## config.mk

```make
export PLATFORM = sky130hd
export DESIGN_NAME = mode_acc_reg
export DESIGN_NICKNAME = d
export VERILOG_FILES = /design/src/rtl/mode_acc_reg.sv
export SDC_FILE = /design/constraint.sdc
export NUM_CORES = 1
export LEC_CHECK = 0
export BUFFER_PORTS_ARGS = -buffer_cell sky130_fd_sc_hd__buf_4
export CAP_MARGIN = 20
export CORE_MARGIN = 10
export CORE_UTILIZATION = 51
export DETAILED_ROUTE_END_ITERATION = 6
export PLACE_DENSITY = 0.79
export SYNTH_ARGS = -nofsm -noshare
export SYNTH_HDL_FRONTEND = slang
export SYNTH_SLANG_ARGS = --single-unit
```

## constraint.sdc

```tcl
create_clock -name i_clk -period 2 [get_ports i_clk]
set_clock_uncertainty 0.1 [all_clocks]
set_input_delay 0.4 -clock i_clk [delete_from_list [all_inputs] [get_ports i_clk]]
set_output_delay 0.4 -clock i_clk [all_outputs]
set_load 0.05 [all_outputs]
```

## src/rtl/mode_acc_reg.sv

```systemverilog
// Programmable accumulator register with a self-running count-to-limit mode.
// Optional feature: define SAT_EN to clamp overflowing results instead of wrapping.
module mode_acc_reg #(
  parameter int WIDTH = 4,
  parameter int SHIFT = 1
) (
  input  logic             i_clk,
  input  logic             i_rst_n,
  input  logic             i_en,
  input  logic [2:0]       i_op,
  input  logic [WIDTH-1:0] i_data_in,
  output logic [WIDTH-1:0] o_data_out,
  output logic             o_busy,
  output logic             o_done,
  output logic             o_ovf,
  output logic             o_zero
);

  localparam logic [2:0] OP_LOAD  = 3'b000;
  localparam logic [2:0] OP_LSHL  = 3'b001;
  localparam logic [2:0] OP_INC   = 3'b010;
  localparam logic [2:0] OP_DEC   = 3'b011;
  localparam logic [2:0] OP_ADD   = 3'b100;
  localparam logic [2:0] OP_SUB   = 3'b101;
  localparam logic [2:0] OP_COUNT = 3'b110;
  localparam logic [2:0] OP_CLR   = 3'b111;

  typedef enum logic [1:0] {S_IDLE, S_RUN, S_DONE} state_t;

  state_t           r_state, w_state_next;
  logic [WIDTH-1:0] r_data, w_data_next;
  logic [WIDTH-1:0] r_limit, w_limit_next;
  logic             r_ovf, w_ovf_next;

  logic [WIDTH:0]   w_one;
  logic [WIDTH:0]   w_inc, w_dec, w_add, w_sub;
  logic [WIDTH-1:0] w_shl;
  logic             w_shl_lost;
  logic [WIDTH-1:0] w_res, w_arith;
  logic             w_of, w_sat_hi;

  // All arithmetic carries one extra bit so carry/borrow falls out as the MSB.
  assign w_one      = {{WIDTH{1'b0}}, 1'b1};
  assign w_inc      = {1'b0, r_data} + w_one;
  assign w_dec      = {1'b0, r_data} - w_one;
  assign w_add      = {1'b0, r_data} + {1'b0, i_data_in};
  assign w_sub      = {1'b0, r_data} - {1'b0, i_data_in};
  assign w_shl      = i_data_in << SHIFT;
  assign w_shl_lost = |i_data_in[WIDTH-1 -: SHIFT];

  always_comb begin
    w_res    = i_data_in;
    w_of     = 1'b0;
    w_sat_hi = 1'b1;
    case (i_op)
      OP_LSHL: begin w_res = w_shl; w_of = w_shl_lost; end
      OP_INC:  {w_of, w_res} = w_inc;
      OP_DEC:  begin {w_of, w_res} = w_dec; w_sat_hi = 1'b0; end
      OP_ADD:  {w_of, w_res} = w_add;
      OP_SUB:  begin {w_of, w_res} = w_sub; w_sat_hi = 1'b0; end
      default: w_res = i_data_in;
    endcase
`ifdef SAT_EN
    w_arith = w_of ? (w_sat_hi ? {WIDTH{1'b1}} : {WIDTH{1'b0}}) : w_res;
`else
    w_arith = w_res;
`endif
  end

  always_comb begin
    w_state_next = r_state;
    w_data_next  = r_data;
    w_limit_next = r_limit;
    w_ovf_next   = r_ovf;
    case (r_state)
      S_RUN: begin
        if (i_en && i_op == OP_CLR) begin
          w_state_next = S_IDLE;
          w_data_next  = '0;
          w_ovf_next   = 1'b0;
        end else if (r_data == r_limit) begin
          w_state_next = S_DONE;
        end else begin
          w_data_next = w_inc[WIDTH-1:0];
        end
      end
      default: begin
        // DONE lasts one cycle and otherwise behaves exactly like IDLE.
        w_state_next = S_IDLE;
        if (i_en) begin
          case (i_op)
            OP_CLR: begin
              w_data_next = '0;
              w_ovf_next  = 1'b0;
            end
            OP_COUNT: begin
              w_limit_next = i_data_in;
              w_state_next = S_RUN;
            end
            default: begin
              w_data_next = w_arith;
              w_ovf_next  = r_ovf | w_of;
            end
          endcase
        end
      end
    endcase
  end

  always_ff @(posedge i_clk or negedge i_rst_n) begin
    if (!i_rst_n) begin
      r_state <= S_IDLE;
      r_data  <= '0;
      r_limit <= '0;
      r_ovf   <= 1'b0;
    end else begin
      r_state <= w_state_next;
      r_data  <= w_data_next;
      r_limit <= w_limit_next;
      r_ovf   <= w_ovf_next;
    end
  end

  assign o_data_out = r_data;
  assign o_busy     = (r_state == S_RUN);
  assign o_done     = (r_state == S_DONE);
  assign o_ovf      = r_ovf;
  assign o_zero     = (r_data == '0);

endmodule

```

; ---- Yosys cells after proc, flatten, opt, wreduce, memory -nomap -nowiden
; Index checks and enable logic that the tools add are counted.
[word_totals]
reg_bits = 11
inputBits = 10
word_cells = 46
[op_classes]
n_addsub = 4
n_eq_ne = 14
mux = 16
bitwise_logic = 2
reduce_logical = 6
[op_table]
columns = operator, n
row1 = $pmux 4 s5, 1
row2 = $mux 4, 4
row3 = $eq 3x3->1 const B, 4
row4 = $reduce_and 3->1, 3
row5 = $pmux 4 s2, 1
row6 = $eq 3x2->1 const B, 2
row7 = $mux 2, 3
row8 = $add 4x1->5 const B, 1
row9 = $add 4x4->5, 1
row10 = $mux 1, 5
row11 = $pmux 1 s5, 1
row12 = $sub 4x1->5 const B, 1
row13 = $sub 4x4->5, 1
row14 = $eq 4x4->1, 1
row15 = $logic_not 4->1, 1
row16 = $eq 3x1->1 const B, 1
row17 = $ne 3x1->1 const B, 1
row18 = $ne 3x3->1 const B, 1
row19 = $eq 2x1->1 const B, 1
row20 = $eq 2x2->1 const B, 1
row21 = $ne 2x1->1 const B, 1
row22 = $ne 2x2->1 const B, 1
row23 = $pmux 1 s2, 1
row24 = $reduce_bool 2->1, 1
row25 = 3 further kinds, 3

; ---- Logic depth before layout (Yosys ltp)
; Gate-level depths: netlist of the first run.
[logic_depth]
ltp_word = 6
depth_mapped = 9
ltp_nobuf = 8

; ---- Least setup slack after synthesis of the first run
; Ideal clock, no wire load.
[synth_timing]
path_type = reg-to-output
start = register r_data[1], in the netlist o_data_out[1]
end = output o_zero
arrival_ns = 2.202
t_required_ns = 1.500
path_slack_ns = -0.702
stages_incl_launch_ff = 4
n_path_buf = 0
path_cell_list = dfrtp_1 -> inv_1 -> ha_1 -> nor3b_1
[synth_between]
elab_chain_len = 1
[synth_rtl]
columns = item, line_no
row1 = "start, declared", 31  ; logic [WIDTH-1:0] r_data, w_data_next;
row2 = "start signal, assigned", 118  ; r_data <= w_data_next;
row3 = $logic_not 4->1, 128  ; assign o_zero = (r_data == '0);
row4 = "end, declared", 16  ; output logic o_zero
; No other way between the ends.

; ---- Final worst setup path of the first run
[layout_timing]
start = register r_data[1], in the netlist o_data_out[1]
end = register r_data[1], in the netlist o_data_out[1]
[layout_between]
elab_chain_len = 5
word_cells_on_any_way = 13
classes_between = add/sub: 4 / eq/ne: 2 / mux: 6 / reduce/logical: 1
[layout_rtl]
columns = item, line_no
row1 = $sub 4x4->5 (tied with other cells), 47  ; assign w_sub = {1'b0, r_data} - {1'b0, i_data_in};
row2 = $pmux 4 s5, 55  ; case (i_op)
row3 = $pmux 4 s2, 91  ; case (i_op)
row4 = $mux 4, 90  ; if (i_en) begin
row5 = $mux 4, 75  ; case (r_state)
; Parallel ways exist; a longest one is shown, timed or not. The select of a mux whose other input is x is not followed.
; A chain may end at the register's enable or synchronous reset.

==> results of run 1 <==
[cells by family after synthesis]
| group | after synthesis |
|---|---|
| compound gates | 49 |
| xor+xnor | 7 |
| fa+ha+maj | 13 |
| buf+inv | 18 |
| flops | 11 |
| mux | 2 |
| simple gates | 47 |
[registers in the layout, indices dropped and copies added (netlist names)]
signal and flops:
r_limit 4, o_ovf 1, o_data_out 4, r_state 2
[cell usage after synthesis, types with 2 or more instances]
master / count
nand4_1: 4
fa_1: 2
o31ai_1: 3
inv_1: 8
o21ai_0: 10
o32ai_1: 2
nor3b_1: 3
a21oi_1: 8
or4_1: 2
buf_4: 2
nor2_1: 7
a211oi_1: 6
nand2b_1: 3
nor2b_1: 5
mux2_2: 2
o211a_1: 2
o21a_1: 3
nor3_1: 2
nand2_1: 7
nand3_1: 5
buf_2: 4
a31oi_1: 3
dfrtp_1: 11
xor2_1: 2
buf_6: 2
xnor2_1: 5
ha_1: 11
nand3b_1: 2
[final timing paths]
kind / start / slack, ps / cells past startpoint / endpoint
setup / recovery: o_data_out[1] / -110 / 8 / o_data_out[1]
setup reg to reg: o_data_out[1] / -110 / 8 / o_data_out[1]
max in group asynchronous: i_rst_n / 1220 / 2 / o_data_out[1]
hold reg to reg: o_ovf / 390 / 2 / o_ovf
hold / removal: i_en / 320 / 3 / o_ovf
min in group asynchronous: i_rst_n / 400 / 2 / o_ovf
[what timing repair did]
action,in CTS,in global routing
hold buffers,1,0
gates resized for setup,8,7
setup endpoints to repair,4,5
setup buffers,1,2
endpoints found under the hold margin,11,0
pin swaps,9,5
[layer usage]
metal | global-route usage, % | routed length (um) | vias to the layer above
met3 | 4.850 | 283 | 14
met5 | 0 | 0 | -
met4 | 6.430 | 102 | 0
met2 | 24.29 | 1807 | 66
met1 | 19.79 | 1621 | 635
li1 | - | - | 629
[layout make-up]
type,count,area (sq um),share of cell area (%)
inverter,9,38.79,2.279
tap,28,35.03,2.059
sequential,11,281.5,16.54
timing repair buffer,46,355.3,20.88
clock buffer,4,26.28,1.544
multi-input combinational,118,964.7,56.69
[power groups by stage]
stage,Combinational [mW],Sequential [mW],Clock (mW)
2_1_floorplan,0.991,0.599,0
4_1_cts,1.81,0.428,0.160
3_5_place_dp,1.73,0.434,0
3_3_place_gp,1.68,0.432,0
6_report,1.94,0.421,0.157
5_1_grt,2.11,0.435,0.172
[critical path, stage by stage (launching register included)]
cell	delay, ps
dfrtp_4	500
inv_4	80
buf_6	100
fa_2	420
nand3b_1	160
o311ai_2	130
a21o_1	180
a211oi_2	220
o32a_1	170
==> flow_summary.toml, run 1 <==
[status]
status = "complete, but fails checks"
violations = "negative setup slack"

[synthesis]
synthAdderAreaFrac_pct = 14.19
ys_seq_elements = 11
synth-xor-area-share_pct = 4.895
synth-edff-count = 0
synth_cells = 147
ys_warn_count = 0
syn-num-nets = 170
yosys.area_share.simple_pct = 22.58
synth_area_sq_mm = 0.001252
synth_top_family_by_area = "compound AO/OA/AOI/OAI gates"
async_reset_ff_share_pct = 100.0
synth_compound_gate_area_share_pct = 26.87
synth_area_per_cell_sq_um = 8.520
synth_top_area_cell = "dfrtp_1"
ys.flop_type = "dfrtp_1"
synth_mux_area_share_pct = 1.798
synth_top_area_share_pct = 21.98
yosysSeqAreaShare_pct = 21.98
synthTopCellsByArea = "dfrtp_1, ha_1, o21ai_0"
synth.distinct_cells = 49

[grt]
track_usage_pct = 15.79
grt_pass1_vias = 1349
grt_max_degree = 16
grt_pass1_wl_um = 6541
grt_overflow = 0
antenna_found_initial = 0

[clock_network]
clkTransAtPathRegs_ps = 80
root_buffer = "clkbuf_4"
worstSkewPairLatency_ps = 270
cts_tree = "yes"
cts.sinks = 11
clockBufferDepth = 2
h-tree-depth = 1
numCtsBuffers = 3

[power_and_ir_drop]
power_frac_comb_pct = 77.0
vdd_drop_max_uv = 1274
p_int_mw = 1.267
clockPowerShare_pct = 6.2
total_power_mw = 2.515
sw_frac_of_total_pct = 49.63
power_density_mw_per_mm2 = 1478
p_sw_mw = 1.248
power.leakage_nw = 0.7510
pwr-share-seq_pct = 16.7

[drt]
wirelength_um = 3814
remaining_drc_errors = 0
dr.first_iter.drc_count = 102
routedWlPerCell_um = 17.66
vias = 1344
ant_nets = 0
via_per_inst = 6.222
drt_pass1_iterations = 4

[sta]
worstMarginPinSlew_ps = 280.6
finalCritPeriodShare_pct = 105.7
hold_viol = 0
final.setup.tns_ps = -259.4
fmax_mhz = 472.9
slew_headroom_pct = 81.18
min_period_ps = 2115
setup_slack_ps = -114.5
finalSetupViolCount = 4
slew_viol_final = 0
holdWs_ps = 317.0
rsz0062_at_grt = "true"

[floorplan]
die_x_um = 69.56
io_pins = 18
start_util_pct = 55.03
rows = 17
die_h_um = 69.56
core_sq_mm = 0.002276
dieArea_sq_mm = 0.004838

[place]
place_hpwl_um = 2917
pre_cts_slack_ps = -221.7
dp_cells = 208
placed_area_sq_mm = 0.001580
port_buffers = 17
routabilityCongestion = 1.039

[cells_and_area]
final_common_cell = "buf_4"
drive_gt1_share_pct = 37.77
antenna_cells = 0
design_area_sq_mm = 0.001702
nFillCells = 170
utilization_pct = 74.77
final_cell_mix = "buf_4, o21ai_0, a21oi_1, dfrtp_1"
area_delta_synth_final_pct = 35.86
instances_no_fill = 216
final_nets = 212

[worst_setup_path]
crit_required_ps = 2100
cp-start-kind = "flop"
crit_fanout = 3
arrival_ps = 2220
cp-end-kind = "flop"
worstSetupPathType = "reg2reg"

[hold_path]
hold_class = "in2reg"

[job]
maxCapViolations = 0
No activity file was read; power rests on OpenSTA's default activity.
==> run 2, diff against run 1 <==
Settings changed: CELL_PAD_IN_SITES_DETAIL_PLACEMENT from default to 0, CELL_PAD_IN_SITES_GLOBAL_PLACEMENT from default to 2, CORE_UTILIZATION 51 to 31, PLACE_DENSITY 0.79 to 0.8.
==> run 2 against run 1 <==
The flow still finishes with violations (negative setup slack); worst setup slack improved by 5.1 ps; design area increased by 3.2%; largest cell class unchanged; sequential power increased by 4%; die area increased by 44%; global-route usage decreased by 4.7 points.
==> flow_summary.toml, run 2 (same netlist as run 1, synthesis figures left out) <==
[status]
status = "complete, but fails checks"
violations = "negative setup slack"

[sta]
slew_viol_final = 0
worstMarginPinSlew_ps = 295.2
hold_viol = 0
min_period_ps = 2109
setup_slack_ps = -109.5
finalSetupViolCount = 3
finalCritPeriodShare_pct = 105.5
slew_headroom_pct = 80.20
fmax_mhz = 474.1
rsz0062_at_grt = "true"

[drt]
ant_nets = 0
drt_pass1_iterations = 4
routedWlPerCell_um = 16.43
vias = 1288
via_per_inst = 5.435
dr.first_iter.drc_count = 84
remaining_drc_errors = 0
wirelength_um = 3895

[floorplan]
rows = 23
start_util_pct = 31.77
io_pins = 18
die_x_um = 83.56
die_h_um = 83.56
dieArea_sq_mm = 0.006982
core_sq_mm = 0.003943

[worst_setup_path]
r2r-start = "o_data_out[1]"
crit_required_ps = 2030
arrival_ps = 2140
worstSetupPathType = "reg2reg"
crit_fanout = 3
cp-start-kind = "flop"
cp-end-kind = "flop"
startpoint = "o_data_out[1]"

[power_and_ir_drop]
total_power_mw = 2.552
power_density_mw_per_mm2 = 1453
power_frac_comb_pct = 73.8
power.leakage_nw = 0.7587
pwr-share-seq_pct = 17.1
clockPowerShare_pct = 9.1
vdd_drop_max_uv = 543.2
p_int_mw = 1.323
sw_frac_of_total_pct = 48.17
p_sw_mw = 1.230

[job]
maxCapViolations = 0

[grt]
antenna_found_initial = 0
grt_pass1_vias = 1316
track_usage_pct = 11.14
grt_overflow = 0
grt_max_degree = 23
grt_pass1_wl_um = 6596

[cells_and_area]
area_delta_synth_final_pct = 40.26
final_cell_mix = "buf_4, o21ai_0, a21oi_1, dfrtp_1"
final_common_cell = "buf_4"
utilization_pct = 44.56
antenna_cells = 0
final_nets = 211
drive_gt1_share_pct = 37.97

[hold_path]
min_from = "i_en"
hold_class = "in2reg"

[clock_network]
clockBufferDepth = 2
worstSkewPairLatency_ps = 240
h-tree-depth = 1
numCtsBuffers = 3
cts_tree = "yes"
clkTransAtPathRegs_ps = 60
cts.sinks = 11
root_buffer = "clkbuf_8"

[place]
port_buffers = 17
place_hpwl_um = 3035
routabilityCongestion = 0.8630
==> run 2: worst paths after layout <==
kind                                  to  slack (ps)  cells after the start
max reg2reg                o_data_out[1]        -110                      7
min                                o_ovf         350                      3
min in group asynchronous          o_ovf         420                      2
min reg2reg                        o_ovf         380                      2
max in group asynchronous  o_data_out[1]        1200                      2
max                        o_data_out[1]        -110                      7
==> run 2: timing repair <==
item                       in CTS  in global routing
pin swaps                       3                  7
gates resized for setup         3                 14
setup endpoints to repair       3                  5
setup buffers                   2                  1
hold endpoints to repair       11                  0
gates cloned                    0                  0
hold buffers                    1                  0
==> run 2: stage by stage <==
step | instance area [sq um] | setup TNS (ps) | worst slack (ps) | cells | hold WS [ps]
2_1_floorplan | 1292 | -440.2 | -230.7 | 147 | 4.409
3_3_place_gp | 1608 | -355.8 | -130.5 | 230 | 145.3
3_5_place_dp | 1608 | -482.8 | -199.7 | 230 | 148.7
4_1_cts | 1697 | -230.5 | -98.58 | 237 | 338.5
5_1_grt | 1757 | -477.0 | -180.0 | 237 | 388.3
6_report | 1757 | -171.1 | -109.5 | 237 | 354.6
==> run 2: final cells by class <==
class / instances / area [sq um]
Timing Repair Buffer: 45 / 347.8
Multi-Input combinational cell: 118 / 980.9
Inverter: 9 / 38.79
Sequential cell: 11 / 281.5
Fill cell: 386 / 2186
Clock buffer: 4 / 45.04
Tap cell: 50 / 62.56
==> run 2: routing by layer <==
layer	track usage (%)	part of all wire, %
met1	14.55	46
met2	18.12	49
met3	1.074	3.7
met4	4.414	1.8
met5	0	0
==> run 2: critical path, cell delays in order (launching register included) <==
cell	delay, ps
dfrtp_4	500
inv_4	80
ha_4	200
or4b_4	530
o311ai_2	100
a21o_1	130
a211oi_2	60
o32a_1	290
==> run 2: power groups by stage <==
stage | Combinational, mW | Sequential (mW) | Clock, mW
final | 1.88 | 0.437 | 0.231
after global routing | 2.06 | 0.449 | 0.255
after CTS | 1.81 | 0.430 | 0.237
after detailed placement | 1.75 | 0.431 | 0
after global placement | 1.73 | 0.427 | 0
after floorplan | 0.991 | 0.599 | 0
